--- src/rtl/load_store_unit.sv ---
// load_store_unit
// Bridges the multicycle core datapath to the unified instruction/data memory
// port. It accepts one load or store per request and drives a valid/ready bus
// with a word-aligned address, byte strobes and lane-replicated write data. It
// returns a sign- or zero-extended load result together with completion and
// fault status, so the core tolerates variable-latency memory.
//
// Ports:
//   clk, reset           system clock, synchronous active-high reset
//   start                request strobe from the control FSM (sampled in IDLE)
//   we, funct3           store/load select and RISC-V width/sign field
//   addr, wdata          byte address and store data (rs2)
//   busy, done           not-idle indicator and one-cycle completion pulse
//   rdata                extended load result, held until the next done
//   misaligned, fault    status flags, valid together with done
//   mem_valid, mem_we    bus request and write enable
//   mem_addr             word-aligned bus address
//   mem_wstrb, mem_wdata byte-lane strobes and replicated store data
//   mem_ready, mem_rdata bus acknowledge and full read word

module load_store_unit #(
    parameter int TIMEOUT_CYCLES = 16
) (
    input  logic        clk,
    input  logic        reset,
    input  logic        start,
    input  logic        we,
    input  logic [2:0]  funct3,
    input  logic [31:0] addr,
    input  logic [31:0] wdata,
    output logic        busy,
    output logic        done,
    output logic [31:0] rdata,
    output logic        misaligned,
    output logic        fault,
    output logic        mem_valid,
    output logic        mem_we,
    output logic [31:0] mem_addr,
    output logic [3:0]  mem_wstrb,
    output logic [31:0] mem_wdata,
    input  logic        mem_ready,
    input  logic [31:0] mem_rdata
);

    // Wide enough to hold TIMEOUT_CYCLES itself, since the counter reaches it.
    localparam int CW = $clog2(TIMEOUT_CYCLES + 1);

    typedef enum logic [1:0] {
        IDLE,
        REQ,
        DONE
    } state_t;

    state_t         state;
    state_t         state_next;

    logic           we_q;
    logic [2:0]     funct3_q;
    logic [31:0]    addr_q;
    logic [CW-1:0]  wait_cnt;

    logic           req_legal;
    logic           req_misaligned;
    logic           req_go;
    logic [3:0]     wstrb_d;
    logic [31:0]    wdata_d;
    logic [31:0]    load_ext;
    logic [7:0]     load_byte;
    logic [15:0]    load_half;
    logic           timeout_hit;

    // Classify the incoming request. The legal funct3 set differs between loads
    // and stores. Alignment depends only on the access size in funct3[1:0].
    always_comb begin
        req_legal      = 1'b0;
        req_misaligned = 1'b0;
        if (we) begin
            case (funct3)
                3'b000, 3'b001, 3'b010: req_legal = 1'b1;
                default:                req_legal = 1'b0;
            endcase
        end else begin
            case (funct3)
                3'b000, 3'b001, 3'b010, 3'b100, 3'b101: req_legal = 1'b1;
                default:                                req_legal = 1'b0;
            endcase
        end
        case (funct3[1:0])
            2'b01:   req_misaligned = addr[0];
            2'b10:   req_misaligned = (addr[1:0] != 2'b00);
            default: req_misaligned = 1'b0;
        endcase
    end

    // Only a legal and naturally aligned request reaches the bus.
    assign req_go = req_legal && !req_misaligned;

    // Build the byte strobes and replicated store data from the live inputs, so
    // they can be registered once at acceptance and held steady during REQ.
    always_comb begin
        wstrb_d = 4'b0000;
        wdata_d = wdata;
        if (we) begin
            case (funct3[1:0])
                2'b00: begin
                    wstrb_d = 4'b0001 << addr[1:0];
                    wdata_d = {4{wdata[7:0]}};
                end
                2'b01: begin
                    wstrb_d = 4'b0011 << addr[1:0];
                    wdata_d = {2{wdata[15:0]}};
                end
                default: begin
                    wstrb_d = 4'b1111;
                    wdata_d = wdata;
                end
            endcase
        end
    end

    // Select the addressed byte or halfword out of the returned word, then
    // extend it according to the latched funct3.
    assign load_byte = mem_rdata[{addr_q[1:0], 3'b000} +: 8];
    assign load_half = mem_rdata[{addr_q[1], 4'b0000} +: 16];

    always_comb begin
        load_ext = mem_rdata;
        case (funct3_q)
            3'b000:  load_ext = {{24{load_byte[7]}}, load_byte};
            3'b100:  load_ext = {24'h000000, load_byte};
            3'b001:  load_ext = {{16{load_half[15]}}, load_half};
            3'b101:  load_ext = {16'h0000, load_half};
            default: load_ext = mem_rdata;
        endcase
    end

    // The counter value before this cycle's increment. Hitting the limit means
    // the current REQ cycle is the last one allowed.
    assign timeout_hit = (wait_cnt == CW'(TIMEOUT_CYCLES - 1));

    // State register.
    always_ff @(posedge clk) begin
        if (reset) begin
            state <= IDLE;
        end else begin
            state <= state_next;
        end
    end

    // Next-state logic. A ready in the last allowed cycle takes priority over
    // the timeout. start is only looked at in IDLE, so it is never queued.
    always_comb begin
        state_next = state;
        case (state)
            IDLE: begin
                if (start) begin
                    state_next = req_go ? REQ : DONE;
                end
            end
            REQ: begin
                if (mem_ready || timeout_hit) begin
                    state_next = DONE;
                end
            end
            DONE:    state_next = IDLE;
            default: state_next = IDLE;
        endcase
    end

    // Request latches, status flags, the result register and the registered
    // bus fields. Flags and the counter are cleared only when a new request is
    // accepted, so they stay readable during DONE.
    always_ff @(posedge clk) begin
        if (reset) begin
            we_q       <= 1'b0;
            funct3_q   <= 3'b000;
            addr_q     <= 32'h0000_0000;
            wait_cnt   <= '0;
            rdata      <= 32'h0000_0000;
            misaligned <= 1'b0;
            fault      <= 1'b0;
            mem_we     <= 1'b0;
            mem_wstrb  <= 4'b0000;
            mem_wdata  <= 32'h0000_0000;
        end else begin
            case (state)
                IDLE: begin
                    if (start) begin
                        we_q       <= we;
                        funct3_q   <= funct3;
                        addr_q     <= addr;
                        wait_cnt   <= '0;
                        fault      <= !req_legal;
                        misaligned <= req_legal && req_misaligned;
                        mem_we     <= we;
                        mem_wstrb  <= wstrb_d;
                        mem_wdata  <= wdata_d;
                        if (!req_go) begin
                            rdata <= 32'h0000_0000;
                        end
                    end
                end
                REQ: begin
                    if (mem_ready) begin
                        rdata <= we_q ? 32'h0000_0000 : load_ext;
                    end else begin
                        wait_cnt <= wait_cnt + 1'b1;
                        if (timeout_hit) begin
                            fault <= 1'b1;
                            rdata <= 32'h0000_0000;
                        end
                    end
                end
                default: begin
                end
            endcase
        end
    end

    assign busy      = (state != IDLE);
    assign done      = (state == DONE);
    assign mem_valid = (state == REQ);
    assign mem_addr  = {addr_q[31:2], 2'b00};

endmodule

--- config.mk ---
export PLATFORM = sky130hd
export DESIGN_NAME = load_store_unit
export DESIGN_NICKNAME = d
export VERILOG_FILES = /design/src/rtl/load_store_unit.sv
export SDC_FILE = /design/constraint.sdc
export NUM_CORES = 1
export LEC_CHECK = 0
export ABC_CLOCK_PERIOD_IN_PS = 2500
export CORE_MARGIN = 5
export CORE_UTILIZATION = 44
export DETAILED_ROUTE_END_ITERATION = 10
export GPL_ROUTABILITY_DRIVEN = 0
export GPL_TIMING_DRIVEN = 0
export PLACE_DENSITY = 0.79
export SLEW_MARGIN = 0
export SYNTH_ARGS = -nofsm -noshare
export SYNTH_HDL_FRONTEND = slang
export SYNTH_SLANG_ARGS = --single-unit
--- constraint.sdc ---
create_clock -name clk -period 2.5 [get_ports clk]
set_input_delay 0.375 -clock clk [delete_from_list [all_inputs] [get_ports clk]]
set_output_delay 0.375 -clock clk [all_outputs]
set_load 0.005 [all_outputs]
Word-level counts from Yosys, hierarchy flattened
Index checks and enable logic that the tools add are counted.
- output and inout bits: 106
- bits of input ports: 104
- logic and storage cells: 78
- bits in registers: 113
- reductions and logical operators: 19
- equality and inequality tests: 18
- shifts and indexed selects: 4
- muxes and demuxes: 26
- add/sub/neg operators: 1
- operators with widths (operator ; count):
    two-way mux 32 bit ; 6
    one-hot mux 32 bit (2 select lines) ; 2
    one-hot mux 32 bit (4 select lines) ; 1
    variable part select 32 x 6 -> 16 bit ; 1
    variable part select 32 x 6 -> 8 bit ; 1
    equality test 3 bit, second input constant ; 4
    two-way mux 5 bit ; 2
    one-hot mux 5 bit (2 select lines) ; 1
    one-hot mux 4 bit (2 select lines) ; 1
    AND reduction 4 bit ; 2
    equality test 3 x 1 -> 1 bit, second input constant ; 2
    logical NOT 3 bit ; 2
    two-way mux 1 bit ; 6
    two-way mux 2 bit ; 3
    inequality test 2 bit, second input constant ; 3
    nonzero test 2 bit ; 3
    adder 5 x 1 -> 5 bit, second input constant ; 1
    equality test 5 x 4 -> 1 bit, second input constant ; 1
    OR reduction 5 bit ; 1
    equality test 2 x 1 -> 1 bit, second input constant ; 2
    equality test 2 bit, second input constant ; 2
    logical NOT 2 bit ; 2
    two-way mux 4 bit ; 1
    inequality test 2 x 1 -> 1 bit, second input constant ; 2
    12 further kinds ; 16

Logic depth before layout (Yosys ltp)
Gate-level depths: netlist (run 1).
- depth in word-level cells: 8
- mapped depth: 8
- mapped depth without buffers: 7

Worst setup path after synthesis (run 1)
Ideal clock, no wire load.
- path type: register to register
- start: register wait_cnt[0]
- end: register rdata[0]
- library setup time: 89 ps
- data required time: 2411 ps
- arrival time: 1809 ps
- path slack: 602 ps
- path buffers: 1
- cell stages (with the launch flop): 9
- period minus slack after synthesis: 1898 ps
- path through: dfxtp_1 -> ha_1 -> and3_1 -> ha_1 -> or3b_1 -> nor2b_1 -> o31a_4 -> buf_6 -> o32ai_2
- longest elaborated chain between the ends: 3
- ends and longest elaborated chain (what ; line ; RTL):
    start: declaration ; 60 ; logic [CW-1:0] wait_cnt;
    start signal: assignment ; 207 ; wait_cnt <= wait_cnt + 1'b1;
    equality test 5 x 4 -> 1 bit ; 139 ; assign timeout_hit = (wait_cnt == CW'(TIMEOUT_CYCLES - 1));
    inequality test 3 x 1 -> 1 bit (no source line) ; -- ;
    AND reduction 4 bit (no source line) ; -- ;
    end signal: assignment ; 205 ; rdata <= we_q ? 32'h0000_0000 : load_ext;
    end: declaration ; 33 ; output logic [31:0] rdata,
Every way passes these cells.
A chain may end at the register's enable or synchronous reset.

Worst setup path after layout (run 1)
- start: input funct3[1]
- end: register mem_wdata[30]
- longest elaborated chain between the ends: 3
- elaborated cells on any way between the ends: 4
- classes of those cells: eq/ne: 1; mux: 2; reduce/logical: 1
- ends and longest elaborated chain (what ; line ; RTL):
    start: declaration ; 28 ; input logic [2:0] funct3,
    equality test 2 x 1 -> 1 bit / logical NOT 2 bit (equally long branches) ; 104 ; case (funct3[1:0])
    one-hot mux 32 bit (2 select lines) * ; 104 ;
    two-way mux 32 bit * ; 103 ; if (we) begin
    end signal: assignment ; 197 ; mem_wdata <= wdata_d;
    end: declaration ; 40 ; output logic [31:0] mem_wdata,
Every way passes the cells marked *; elsewhere a longest branch is shown, timed or not.

==> results.txt, run 1 <==
In this run, the number of DRC markers left after iteration 0 of detailed routing was 355. The share of Yosys cell area claimed by the top area cell type came out at 41.1%. The number of fill cells came out at 965. The effective utilization at floorplan is 45.3%.

The endpoint of the worst-slack reg-to-reg timing path is rdata[20]$_SDFFE_PP0P_. Sequential cells were found to cover 41.1% of the synthesized design area. The total wire length after detailed routing is 18300 µm. Power spread over the standard cell area amounts to 659 mW/mm². The total count of hold-check failures in the final report came out at 0. The routed design could run at a clock period as short as 2.21 ns. For this run, asynchronously set or reset flops after synthesis account for 0%. The height of the die came out at 122 µm.

The clock passes through at most 2 buffers. The final layout net count came out at 978. The flow ran to the end, and the final reports show no timing, DRC or antenna violations.

The area of the core is 0.0122 mm². Sorting the synthesized cells by area gives the leading types as sky130_fd_sc_hd__dfxtp_1 (41%), sky130_fd_sc_hd__nand2_1 (8.8%), sky130_fd_sc_hd__o32ai_2 (8.6%), sky130_fd_sc_hd__a21oi_1 (8.3%), sky130_fd_sc_hd__buf_4 (4.8%). The source of the worst hold timing path is we.

The H-tree generated during clock tree synthesis spans 4 levels. The total global routing overflow came out at 0. Relative to the synthesized area, the layout overhead comes to 52.1%. The biggest area contributor in the post-synthesis netlist is sky130_fd_sc_hd__dfxtp_1.

Synthesis inferred 113 register bits. The CTS tree is built. The number of synthesis warnings came out at 0. The final max-slew violation count is 0. The number of antenna violations at the first check in global routing is 1. The first-pass iteration count of the detailed router came out at 5. The most critical setup path has its startpoint at funct3[1]. The number of top-level pins came out at 210. The number of different library cells in the post-synthesis netlist came out at 48. The dominant cell by count in the synthesized netlist is sky130_fd_sc_hd__nand2_1.

The worst setup path is launched from an input port. The biggest fanout along the worst timing path came out at 10. The per-instance average area after synthesis is 8.57 µm². In this run the horizontal extent of the chip is 122 µm. The synthesized netlist occupies a cell area of 0.00551 mm². The fraction of layout instances using a drive strength above 1 came out at 13.4%. The worst slew margin relative to its limit is 48.9%. Counting the buffers created by CTS gives 17. The worst voltage drop across the vdd grid is 0.403 mV. In this run the tool buffered the top-level ports with 205 buffer cells. The count of max-cap constraint violations is 0. The number of flops mapped to enable cells by yosys is 0. The post-detailed-route via-to-cell ratio came out at 5.35. The register-to-register setup slack is 0.41 ns. The clock-pin slew of the registers on the worst-case setup and hold paths came out at 0.05 ns. The most critical setup path has its endpoint at mem_wdata[30]$_SDFFE_PP0P_. The pin slew with the least headroom to its limit is 0.764 ns. The number of cells traversed by the worst register-to-register path came out at 8. The total power of the final layout is 5.52 mW. After technology mapping, the gate count stands at 643. The tree is rooted in a sky130_fd_sc_hd__clkbuf_16. The via count of the first global-routing pass is 5618. The beginning of the worst register-to-register path is wait_cnt[0]$_SDFFE_PP0P_. The tightest hold path in the finished design has a slack of 0.236 ns.

The number of clock sinks came out at 113. Entering global routing, the biggest net connects 17 pins. The remaining routing DRC violations came out at 0. Dividing the final minimum period by the clock period gives 88.4%. In this run, post-CTS repair resized a total of 0 instances.

The path type of the worst setup path is input port to register. The maximum clock frequency is 453 MHz. The post-route core utilization came out at 68.9%.

Sorting the synthesized cells by how often they occur yields sky130_fd_sc_hd__nand2_1 (129), sky130_fd_sc_hd__dfxtp_1 (113), sky130_fd_sc_hd__a21oi_1 (91). Post-CTS timing repair inserted 0 buffers for setup. The total number of vias is 5600. The hold buffer count at CTS is 0. Setup violations remaining at the end of the flow were counted as 0.

The number of cell rows came out at 40. The global-route wire length before repair came out at 28300 µm. Setup repair after global routing left no endpoint under its margin. The half-perimeter wire length of the detailed placement result is 13700 µm. Dividing the detail-routed wire length by the instance count gives 17.5 µm. The post-route clock skew is 0.00785 ns. The post-route antenna net violation count is 0. The most used flip-flop cell after synthesis is sky130_fd_sc_hd__dfxtp_1. The area of the die came out at 0.0149 mm². The element type at the critical path end is a register. For the worst setup path, the data arrival time is 2.55 ns.

The worst hold path belongs to the class input port to register. The critical path data required time came out at 2.84 ns. The global-route usage over all layers came out at 24.3%. The clock latency of the later-clocked register in the worst-skew pair is 0.41 ns. The total inserted antenna cells is 0. The reported leakage power came out at 3.09 nW.
worst min path at each step:
stage,endpoint,depth (start not counted)
3_3_place_gp,mem_wdata[8]$_SDFFE_PP0P_,2
6_report,we_q$_SDFFE_PP0P_,3
4_1_cts,we_q$_SDFFE_PP0P_,3
3_5_place_dp,addr_q[21]$_SDFFE_PP0P_,2
5_1_grt,we_q$_SDFFE_PP0P_,3
2_1_floorplan,addr_q[10]$_SDFFE_PP0P_,2
through the flow:
stage	setup WS (ns)	instance area, µm²	setup TNS, ns	std cells
global route	0.174	8380	0	1047
CTS	0.348	8380	0	1047
global placement	0.00212	7780	0	1017
detailed placement	-0.0748	7780	-2.03	1017
finish	0.291	8380	0	1047
floorplan	0.602	5510	0	644
cell families (layout without fill, tap and decap cells):
| group | Yosys count | count (layout) | synth area share, % |
|---|---|---|---|
| AOI/OAI and AO/OA | 197 | 197 | 28.2 |
| and+or+nand+nor | 193 | 193 | 15.1 |
| buffers and inverters | 121 | 356 | 11.9 |
| DFF | 113 | 113 | 41.1 |
| muxes | 10 | 10 | 2.04 |
| adders and majority gates | 6 | 6 | 1.36 |
| xor gates and xnor gates | 2 | 2 | 0.318 |
| other | 1 | 2 | 0.0681 |
critical path, stage by stage:
cell and delay, ns:
sky130_fd_sc_hd__clkdlybuf4s50_1 0.52, sky130_fd_sc_hd__inv_1 0.10, sky130_fd_sc_hd__ha_1 0.23, sky130_fd_sc_hd__buf_6 0.16, sky130_fd_sc_hd__o21ai_1 0.45, sky130_fd_sc_hd__buf_4 0.27
sky130_fd_sc_hd__a221o_1 0.16, sky130_fd_sc_hd__o211ai_1 0.11, sky130_fd_sc_hd__a21oi_1 0.16
layer usage:
layer  part of all wire, %  vias to the layer above  GRT usage [%]
met5                 0.065                        -              0
met2                    48                      268           40.6
met1                    40                     2612           27.7
met3                   9.8                       41           8.91
met4                   2.8                        2           10.7
li1                      -                     2677              -
report_power, final:
group          internal, mW  switching, mW  leakage, nW  total [mW]
sequential             1.91         0.0628        0.923        1.98
combinational         0.550          0.525         1.87        1.08
clock                  1.68          0.786        0.299        2.47
state kept, by name, indices dropped and copies added, names as in the netlist:
register	flops
mem_wdata	32
rdata	32
addr_q	32
we_q	1
mem_wstrb	4
wait_cnt	5
funct3_q	3
fault	1
misaligned	1
state	2
cell type report:
type | count | area, µm² | area share (%)
buffer | 83 | 510 | 6.09
clock buffer | 25 | 505 | 6.03
clock inverter | 5 | 100 | 1.19
inverter | 38 | 143 | 1.70
multi-input combinational | 410 | 2600 | 31.0
sequential | 113 | 2260 | 27.0
tap | 168 | 210 | 2.51
timing repair buffer | 205 | 2050 | 24.5
layout by cell type, fill, tap and decap left out, types with 17 or more instances in the layout:
cell and count:
sky130_fd_sc_hd__nor2_1 18, sky130_fd_sc_hd__dfxtp_1 113, sky130_fd_sc_hd__a21oi_1 91, sky130_fd_sc_hd__clkdlybuf4s50_1 205, sky130_fd_sc_hd__buf_4 35, sky130_fd_sc_hd__o32ai_2 29
sky130_fd_sc_hd__clkbuf_1 30, sky130_fd_sc_hd__inv_1 38, sky130_fd_sc_hd__nand2_1 129, sky130_fd_sc_hd__clkbuf_16 17, sky130_fd_sc_hd__o211ai_1 17, sky130_fd_sc_hd__o21ai_0 17
(Power assumes the default switching activity.)
==> run 2, diff against run 1 <==
--- a/config.mk
+++ b/config.mk
@@ -7,11 +7,9 @@
 export LEC_CHECK = 0
 export ABC_CLOCK_PERIOD_IN_PS = 2500
 export CORE_MARGIN = 5
-export CORE_UTILIZATION = 44
+export CORE_UTILIZATION = 25
 export DETAILED_ROUTE_END_ITERATION = 10
 export GPL_ROUTABILITY_DRIVEN = 0
-export GPL_TIMING_DRIVEN = 0
-export PLACE_DENSITY = 0.79
 export SLEW_MARGIN = 0
 export SYNTH_ARGS = -nofsm -noshare
 export SYNTH_HDL_FRONTEND = slang
==> run 2 against run 1 <==
Combinational power shrank 8%; first-iteration DRC count fell by 34%; count of clock-buffer cells in the layout decreased by 5; clock power increased by 8.1%; critical endpoint is now rdata[19]$_SDFFE_PP0P_; critical path depth shrank 2; sequential share of layout area is 0.36 points higher; via count down 8.6%; setup slack gained 0.091 ns; clock skew fell by 0.0023 ns; routed wire length shrank 2.0%.
==> results.txt, run 2 (synthesis gave the netlist of run 1 again) <==
The post-cts gate resize count came out at 0 (unchanged). The final layout net count is 917 (-6.2%). The worst slew margin relative to its limit came out at 22.6% (-26 points). The startpoint kind of the worst setup timing path is a register. The pin slew with the least headroom to its limit is 1.16 ns (+0.393 ns).

In the layout the commonest cells are sky130_fd_sc_hd__clkdlybuf4s50_1 (206), sky130_fd_sc_hd__nand2_1 (128), sky130_fd_sc_hd__dfxtp_1 (113). The number of antenna violations at the first check in global routing is 1 (unchanged). The remaining routing DRC violations came out at 0 (unchanged). The pin count of the biggest net entering global routing came out at 114 (+97). The number of cells on the worst hold path came out at 2 (-1). The layout overhead on the synthesized area is 50.1%. The hold buffer count at CTS came out at 0 (unchanged). The final max-slew violation count came to 0 (unchanged). The endpoint identified for the worst register-to-register timing path is rdata[19]$_SDFFE_PP0P_.

The number of clock sinks came out at 113 (unchanged). The total clock buffers created by CTS is 17 (unchanged). The pre-CTS setup slack came to -0.00944 ns (+0.0653 ns). The biggest fanout along the worst timing path came out at 32 (+22). The arrival time at the worst endpoint is 2.44 ns (-0.11 ns). The final-report setup violation count is 0 (unchanged). In this run the most critical hold path is launched from addr_q[22]$_SDFFE_PP0P_.

The total number of vias is 5121 (-8.6%). The minimum setup slack in the final design came out at 0.382 ns (+0.0907 ns). The critical path data required time is 2.82 ns (-0.02 ns).

The worst-case hold slack is 0.450 ns (+0.213 ns). The met1 layer usage reported by global route came out at 18.3% (-9.4 points). TritonCTS built the clock tree.

The effective utilization at floorplan was 25.3% (-20 points). The most frequent standard cell in the layout excluding fill and tap cells is sky130_fd_sc_hd__clkdlybuf4s50_1. The area of the multi-input gates is 0.00261 mm² (+0.34%). The global-route wire length before repair came out at 27600 µm (-2.4%). The largest registers in the layout are addr_q (32), mem_wdata (32), rdata (32).

The routing usage on met2 is 21.9% (-19 points). The worst hold path terminates at addr_q[22]$_SDFFE_PP0P_. The total wire length after detailed routing came out at 18000 µm (-2.0%).

The post-detailed-route via-to-cell ratio came to 4.66 (-13%). The number of fill cells came out at 2217 (+130%). The total power of the final layout is 5.64 mW (+2.1%).

The final worst-path cycle share is 84.7% (-3.6 points). The most used routing layer in global routing is met2. The fraction of layout instances using a drive strength above 1 is 10.8% (-2.7 points). The count of buffers inserted at the top-level ports is 207 (+0.98%). The total global routing overflow is 0 (unchanged). The count of max-cap constraint violations came to 0 (unchanged).

The clock latency of the later-clocked register in the worst-skew pair came out at 0.42 ns (about the same). The post-route setup TNS is 0 ns (unchanged). The area of the die is 0.0251 mm² (+69%).

The critical path is of the register to register type. The met3 routing resource usage after global routing came out at 5.65% (-3.3 points). The total count of hold-check failures in the final report was 0 (unchanged). The horizontal extent of the die is 158 µm (+30%). The worst setup path is captured at a register. The reported leakage power is 2.91 nW (-5.9%).

The height of the die came out at 158 µm (+30%). The first-pass iteration count of the detailed router came out at 4 (-1). The number of cell rows is 54 (+35%).

The number of buffers on the longest clock path came to 2 (unchanged). The type of the tightest min-delay check is register to register. The time the final worst path needs with I/O delays and setup is 2.12 ns (-0.0907 ns). The total power per unit cell area came out at 681 mW/mm² (+3.5%). In this run the critical register-to-register path is launched from wait_cnt[0]$_SDFFE_PP0P_. The post-route clock skew is 0.00552 ns (-0.00233 ns). The worst voltage drop across the vdd grid is 0.417 mV (+3.4%). The total area of sequential cells is 0.00226 mm² (unchanged). The clock-pin slew of the registers on the worst-case setup and hold paths came out at 0.05 ns (about the same). The number of top-level pins is 210 (unchanged).

The global-route usage over all layers came out at 14.1% (-10 points). The half-perimeter wire length of the detailed placement result came to 12600 µm (-8.2%). The total inserted antenna cells is 0 (unchanged). The violation count after the first detailed-route iteration was 233 (-34%). The flow ran to the end, and the final reports show no timing, DRC or antenna violations.

The post-CTS setup buffer count was 0 (unchanged). The root buffer cell chosen for the clock tree is sky130_fd_sc_hd__clkbuf_16. The maximum clock frequency was 472 MHz (+4.3%).

The number of cells traversed by the worst register-to-register path is 7 (-1). The number of H-tree branching levels is 4 (unchanged). The detail-routed net length per standard cell came to 16.4 µm (-6.6%). The register-to-register setup slack came out at 0.38 ns (-0.03 ns). The post-route antenna net violation count came out at 0 (unchanged). Setup repair after global routing left no endpoint under its margin.

The via count of the first global-routing pass is 5015 (-11%). The area of the core came out at 0.0218 mm² (+79%).
==> run 2: cell count changes in the layout (fill, tap and decap cells not counted), moves of 2 or more <==
| cell | before | now |
|---|---|---|
| sky130_fd_sc_hd__clkbuf_1 | 30 | 1 |
| sky130_fd_sc_hd__buf_4 | 35 | 17 |
| sky130_fd_sc_hd__buf_2 | 12 | 0 |
| sky130_fd_sc_hd__buf_6 | 7 | 0 |
| sky130_fd_sc_hd__buf_12 | 0 | 4 |
| sky130_fd_sc_hd__clkbuf_8 | 5 | 2 |
| sky130_fd_sc_hd__buf_1 | 2 | 0 |
| sky130_fd_sc_hd__bufinv_16 | 3 | 5 |
| sky130_fd_sc_hd__clkinvlp_4 | 0 | 2 |
==> run 2: layout make-up <==
| type | count | area share (%) |
|---|---|---|
| tap | 280 | 4.23 |
| clock inverter | 10 | 2.22 |
| timing repair buffer | 227 | 27.4 |
| inverter | 38 | 1.72 |
| clock buffer | 20 | 5.52 |
| sequential | 113 | 27.3 |
| multi-input combinational | 410 | 31.5 |
==> run 2: power breakdown <==
part | switching, mW | internal (mW) | leakage [nW]
registers | 0.0641 | 1.91 | 0.923
logic | 0.486 | 0.503 | 1.68
clock network | 0.866 | 1.81 | 0.308
total | 1.42 | 4.22 | 2.91
==> run 2: worst max-delay path, stage by stage, from the launching register on <==
cell and delay, ns:
sky130_fd_sc_hd__dfxtp_1 0.33, sky130_fd_sc_hd__ha_1 0.21, sky130_fd_sc_hd__and3_1 0.19, sky130_fd_sc_hd__ha_1 0.19, sky130_fd_sc_hd__or3b_1 0.38, sky130_fd_sc_hd__nor2b_1 0.16, sky130_fd_sc_hd__o31a_4 0.28, sky130_fd_sc_hd__o32ai_1 0.27
==> run 2: worst max-delay path by stage <==
stage	to	from	cells after the start	slack (ns)
2_1_floorplan	rdata[0]$_SDFFE_PP0P_	wait_cnt[0]$_SDFFE_PP0P_	8	0.60
6_report	rdata[19]$_SDFFE_PP0P_	wait_cnt[0]$_SDFFE_PP0P_	7	0.38
3_3_place_gp	rdata[14]$_SDFFE_PP0P_	funct3[0]	7	0.04
5_1_grt	rdata[31]$_SDFFE_PP0P_	wait_cnt[0]$_SDFFE_PP0P_	7	0.24
3_5_place_dp	rdata[14]$_SDFFE_PP0P_	funct3[1]	7	-0.009
4_1_cts	rdata[19]$_SDFFE_PP0P_	wait_cnt[0]$_SDFFE_PP0P_	7	0.36
==> run 2: per-stage QoR <==
stage                     area [µm²]  std cells  utilization (%)
after floorplan                 5510        644                -
after CTS                       8270       1098             38.0
final                           8270       1098             38.0
after detailed placement        7630       1068             35.1
after global placement          7630       1068             35.1
after global routing            8270       1098             38.0
==> run 2: layer usage <==
metal | up-vias | part of all wire, %
met5 | - | 0.11
met4 | 2 | 1.0
met3 | 18 | 10
met2 | 180 | 44
met1 | 2374 | 44
li1 | 2547 | -
==> run 3, diff against run 2 <==
--- a/config.mk
+++ b/config.mk
@@ -5,7 +5,7 @@
 export SDC_FILE = /design/constraint.sdc
 export NUM_CORES = 1
 export LEC_CHECK = 0
-export ABC_CLOCK_PERIOD_IN_PS = 2500
+export ABC_CLOCK_PERIOD_IN_PS = 2000
 export CORE_MARGIN = 5
 export CORE_UTILIZATION = 25
 export DETAILED_ROUTE_END_ITERATION = 10
==> constraint.sdc (replaced) <==
create_clock -name clk -period 2 [get_ports clk]
set_input_delay 0.3 -clock clk [delete_from_list [all_inputs] [get_ports clk]]
set_output_delay 0.3 -clock clk [all_outputs]
set_load 0.005 [all_outputs]
==> run 3 against run 2 <==
The run now ends with setup timing left; setup slack worse by 0.38 ns; combinational power is 39% higher; die area stayed put; routed wire length is 2.4% higher; critical path type unchanged; critical endpoint is now rdata[25]$_SDFFE_PP0P_; largest cell class unchanged.
==> results.txt, run 3 (synthesis gave the netlist of run 1 again) <==
The reported leakage power came out at 3.05 nW (+4.9%). The worst slew margin relative to its limit is 26.3% (+3.8 points). The clock-pin slew of the registers on the worst-case setup and hold paths was 0.06 ns (about the same). The area of the multi-input gates came to 0.00272 mm² (+4.3%).

The number of cell rows is 54 (unchanged). Among the stages of the critical path, the cell type that occurs most often is sky130_fd_sc_hd__ha_4. The violation count after the first detailed-route iteration is 250 (+7.3%). The final max-slew violation count is 0 (unchanged). The critical path in this run is classified as register to register. The final instance count without filler cells is 1120 (+2.0%). The final reports fail on setup timing. The effective utilization at floorplan is 25.3% (unchanged). The clock root buffer is sky130_fd_sc_hd__clkbuf_16. The biggest fanout along the worst timing path is 8 (-75%).

The post-detailed-route via-to-cell ratio came out at 4.66 (about the same). The maximum clock frequency came to 499 MHz (+5.8%). The number of clock sinks came out at 113 (unchanged). The pin slew with the least headroom to its limit is 1.10 ns (-0.0566 ns). The worst-case hold slack is 0.424 ns (-0.0258 ns).

The worst voltage drop across the vdd grid is 0.575 mV (+38%). The final-report setup violation count is 1 (+1). The horizontal extent of the die came out at 158 µm (unchanged). The run finished, with violations left. The total instance count after detailed placement came out at 1082 (+1.3%). The height of the die is 158 µm (unchanged).

Leaving out fill and tap cells, the most frequent cell in the layout is sky130_fd_sc_hd__clkdlybuf4s50_1. The total count of hold-check failures in the final report came to 0 (unchanged). The number of antenna violations at the first check in global routing is 2 (+1). The area of the die came out at 0.0251 mm² (unchanged). The global-route wire length before repair is 28300 µm (+2.3%). TritonCTS built the clock tree. The critical path data required time was 2.32 ns (-0.50 ns). The first-pass iteration count of the detailed router came out at 5 (+1).

The post-route clock skew is 0.00713 ns (+0.00161 ns). The via count of the first global-routing pass is 5145 (+2.6%). The clock latency of the later-clocked register in the worst-skew pair is 0.42 ns (about the same). The total number of vias is 5219 (+1.9%). The area of the core was 0.0218 mm² (unchanged).

The total wire length after detailed routing came out at 18400 µm (+2.4%). The global-route usage over all layers was 14.4% (+0.26 points). The worst setup path is launched from a register. The number of H-tree branching levels came to 4 (unchanged).

The arrival time at the worst endpoint is 2.32 ns (-0.12 ns). The final worst-path cycle share came out at 100% (+15 points). The final layout net count came out at 936 (+2.1%). The pin count of the biggest net entering global routing is 114 (unchanged). The fraction of layout instances using a drive strength above 1 is 14.3% (+3.5 points). The minimum setup slack in the final design is -0.00294 ns (-0.385 ns). Leaving out fill and tap cells, the most frequent cells in the layout are sky130_fd_sc_hd__clkdlybuf4s50_1 (206), sky130_fd_sc_hd__nand2_1 (128), sky130_fd_sc_hd__dfxtp_1 (109).

Setup repair after global routing could not meet its margin everywhere. The post-route antenna net violation count is 0 (unchanged). The total power per unit cell area came out at 822 mW/mm² (+21%). The largest stage delay on the critical path came out at 0.38 ns (about the same). The pre-CTS setup slack is -0.277 ns (-0.267 ns). The post-route core utilization was 39.6% (+1.6 points).

STA classifies the critical path endpoint as a register. The post-route setup TNS is -0.00294 ns (-0.00294 ns). The total global routing overflow was 0 (unchanged). The type of the tightest min-delay check is input port to register.

The layout overhead on the synthesized area came out at 56.5%. The total clock buffers created by CTS is 17 (unchanged). The number of fill cells came out at 2188 (-1.3%).

The total area of sequential cells is 0.00227 mm² (+0.22%). The number of cells on the worst hold path was 3 (+1). The critical path goes through ha_4 -> and3_4 -> ha_4 -> or3b_4 -> nor2b_4 -> o31a_4 -> buf_12 -> o32ai_4. The detail-routed net length per standard cell came out at 16.4 µm (+0.43%). The remaining routing DRC violations is 0 (unchanged). The number of cells traversed by the worst register-to-register path was 8 (+1).

The standard cell with the maximum stage delay on the critical path is sky130_fd_sc_hd__or3b_4. The number of top-level pins is 210 (unchanged). The number of buffers on the longest clock path came out at 2 (unchanged). The half-perimeter wire length of the detailed placement result was 12800 µm (+2.3%).

The count of max-cap constraint violations is 0 (unchanged). The time the final worst path needs with I/O delays and setup came out at 2.00 ns (-0.115 ns). The count of buffers inserted at the top-level ports came out at 207 (unchanged). In the final layout, the registers with the most flip-flops are addr_q (32), mem_wdata (32), rdata (32).
-- run 3: cell types whose count changed in the layout (fill, tap and decap cells not counted), sizes merged --
cell    delta
buf       +19
clkinv     +3
bufinv     -1
clkbuf     -1
diode      +1
inv        +1
-- run 3: worst paths after layout --
check	slack, ns	from	end
worst max-delay path	-0.003	wait_cnt[0]$_SDFFE_PP0P_	rdata[25]$_SDFFE_PP0P_
worst max register to register	-0.003	wait_cnt[0]$_SDFFE_PP0P_	rdata[25]$_SDFFE_PP0P_
worst min-delay path	0.42	addr[25]	addr_q[25]$_SDFFE_PP0P_
worst min register to register	0.45	misaligned$_SDFFE_PP0P_	misaligned$_SDFFE_PP0P_
-- run 3: stage by stage --
| step | total power, mW | area (µm²) |
|---|---|---|
| global placement | 3.82 | 7800 |
| CTS | 7.17 | 8530 |
| finish | 7.09 | 8620 |
| global route | 7.43 | 8620 |
| floorplan | 3.16 | 5510 |
| detailed placement | 3.83 | 7800 |
-- run 3: what timing repair did --
action / 4_1_cts / 5_1_grt
pin swaps: 1 / 1
gates resized for setup: 13 / 8
cloned: 2 / 0
buffers inserted: 0 / 3
hold buffers: 0 / 0
endpoints found under the setup margin: 30 / 33
-- run 3: cell type report --
cell class	instances	share of cell area, %
Inverter	38	1.65
Antenna cell	1	0.0290
Clock inverter	13	2.15
Tap cell	280	4.06
Clock buffer	19	5.14
Sequential cell	113	26.3
Multi-Input combinational cell	410	31.5
Timing Repair Buffer	246	29.2
-- run 3: per-layer routing --
metal	track usage [%]	wire length, µm
met1	18.5	7840
met2	22.7	8560
met3	5.65	1830
met4	3.78	150
met5	0	13
-- run 3: where the power goes --
group / total (mW) / switching, mW / internal (mW)
Clock: 3.25 / 1.13 / 2.12
Sequential: 2.47 / 0.0848 / 2.39
Combinational: 1.37 / 0.647 / 0.722
Total: 7.09 / 1.86 / 5.23
-- run 3: worst max-delay path, delay by kind of cell, from the launching register on --
kind	cells	cell delay [ns]
adders and majority gates	2	0.30
DFF	1	0.33
AOI/OAI and AO/OA	2	0.38
buffers and inverters	1	0.18
and+or+nand+nor	3	0.70
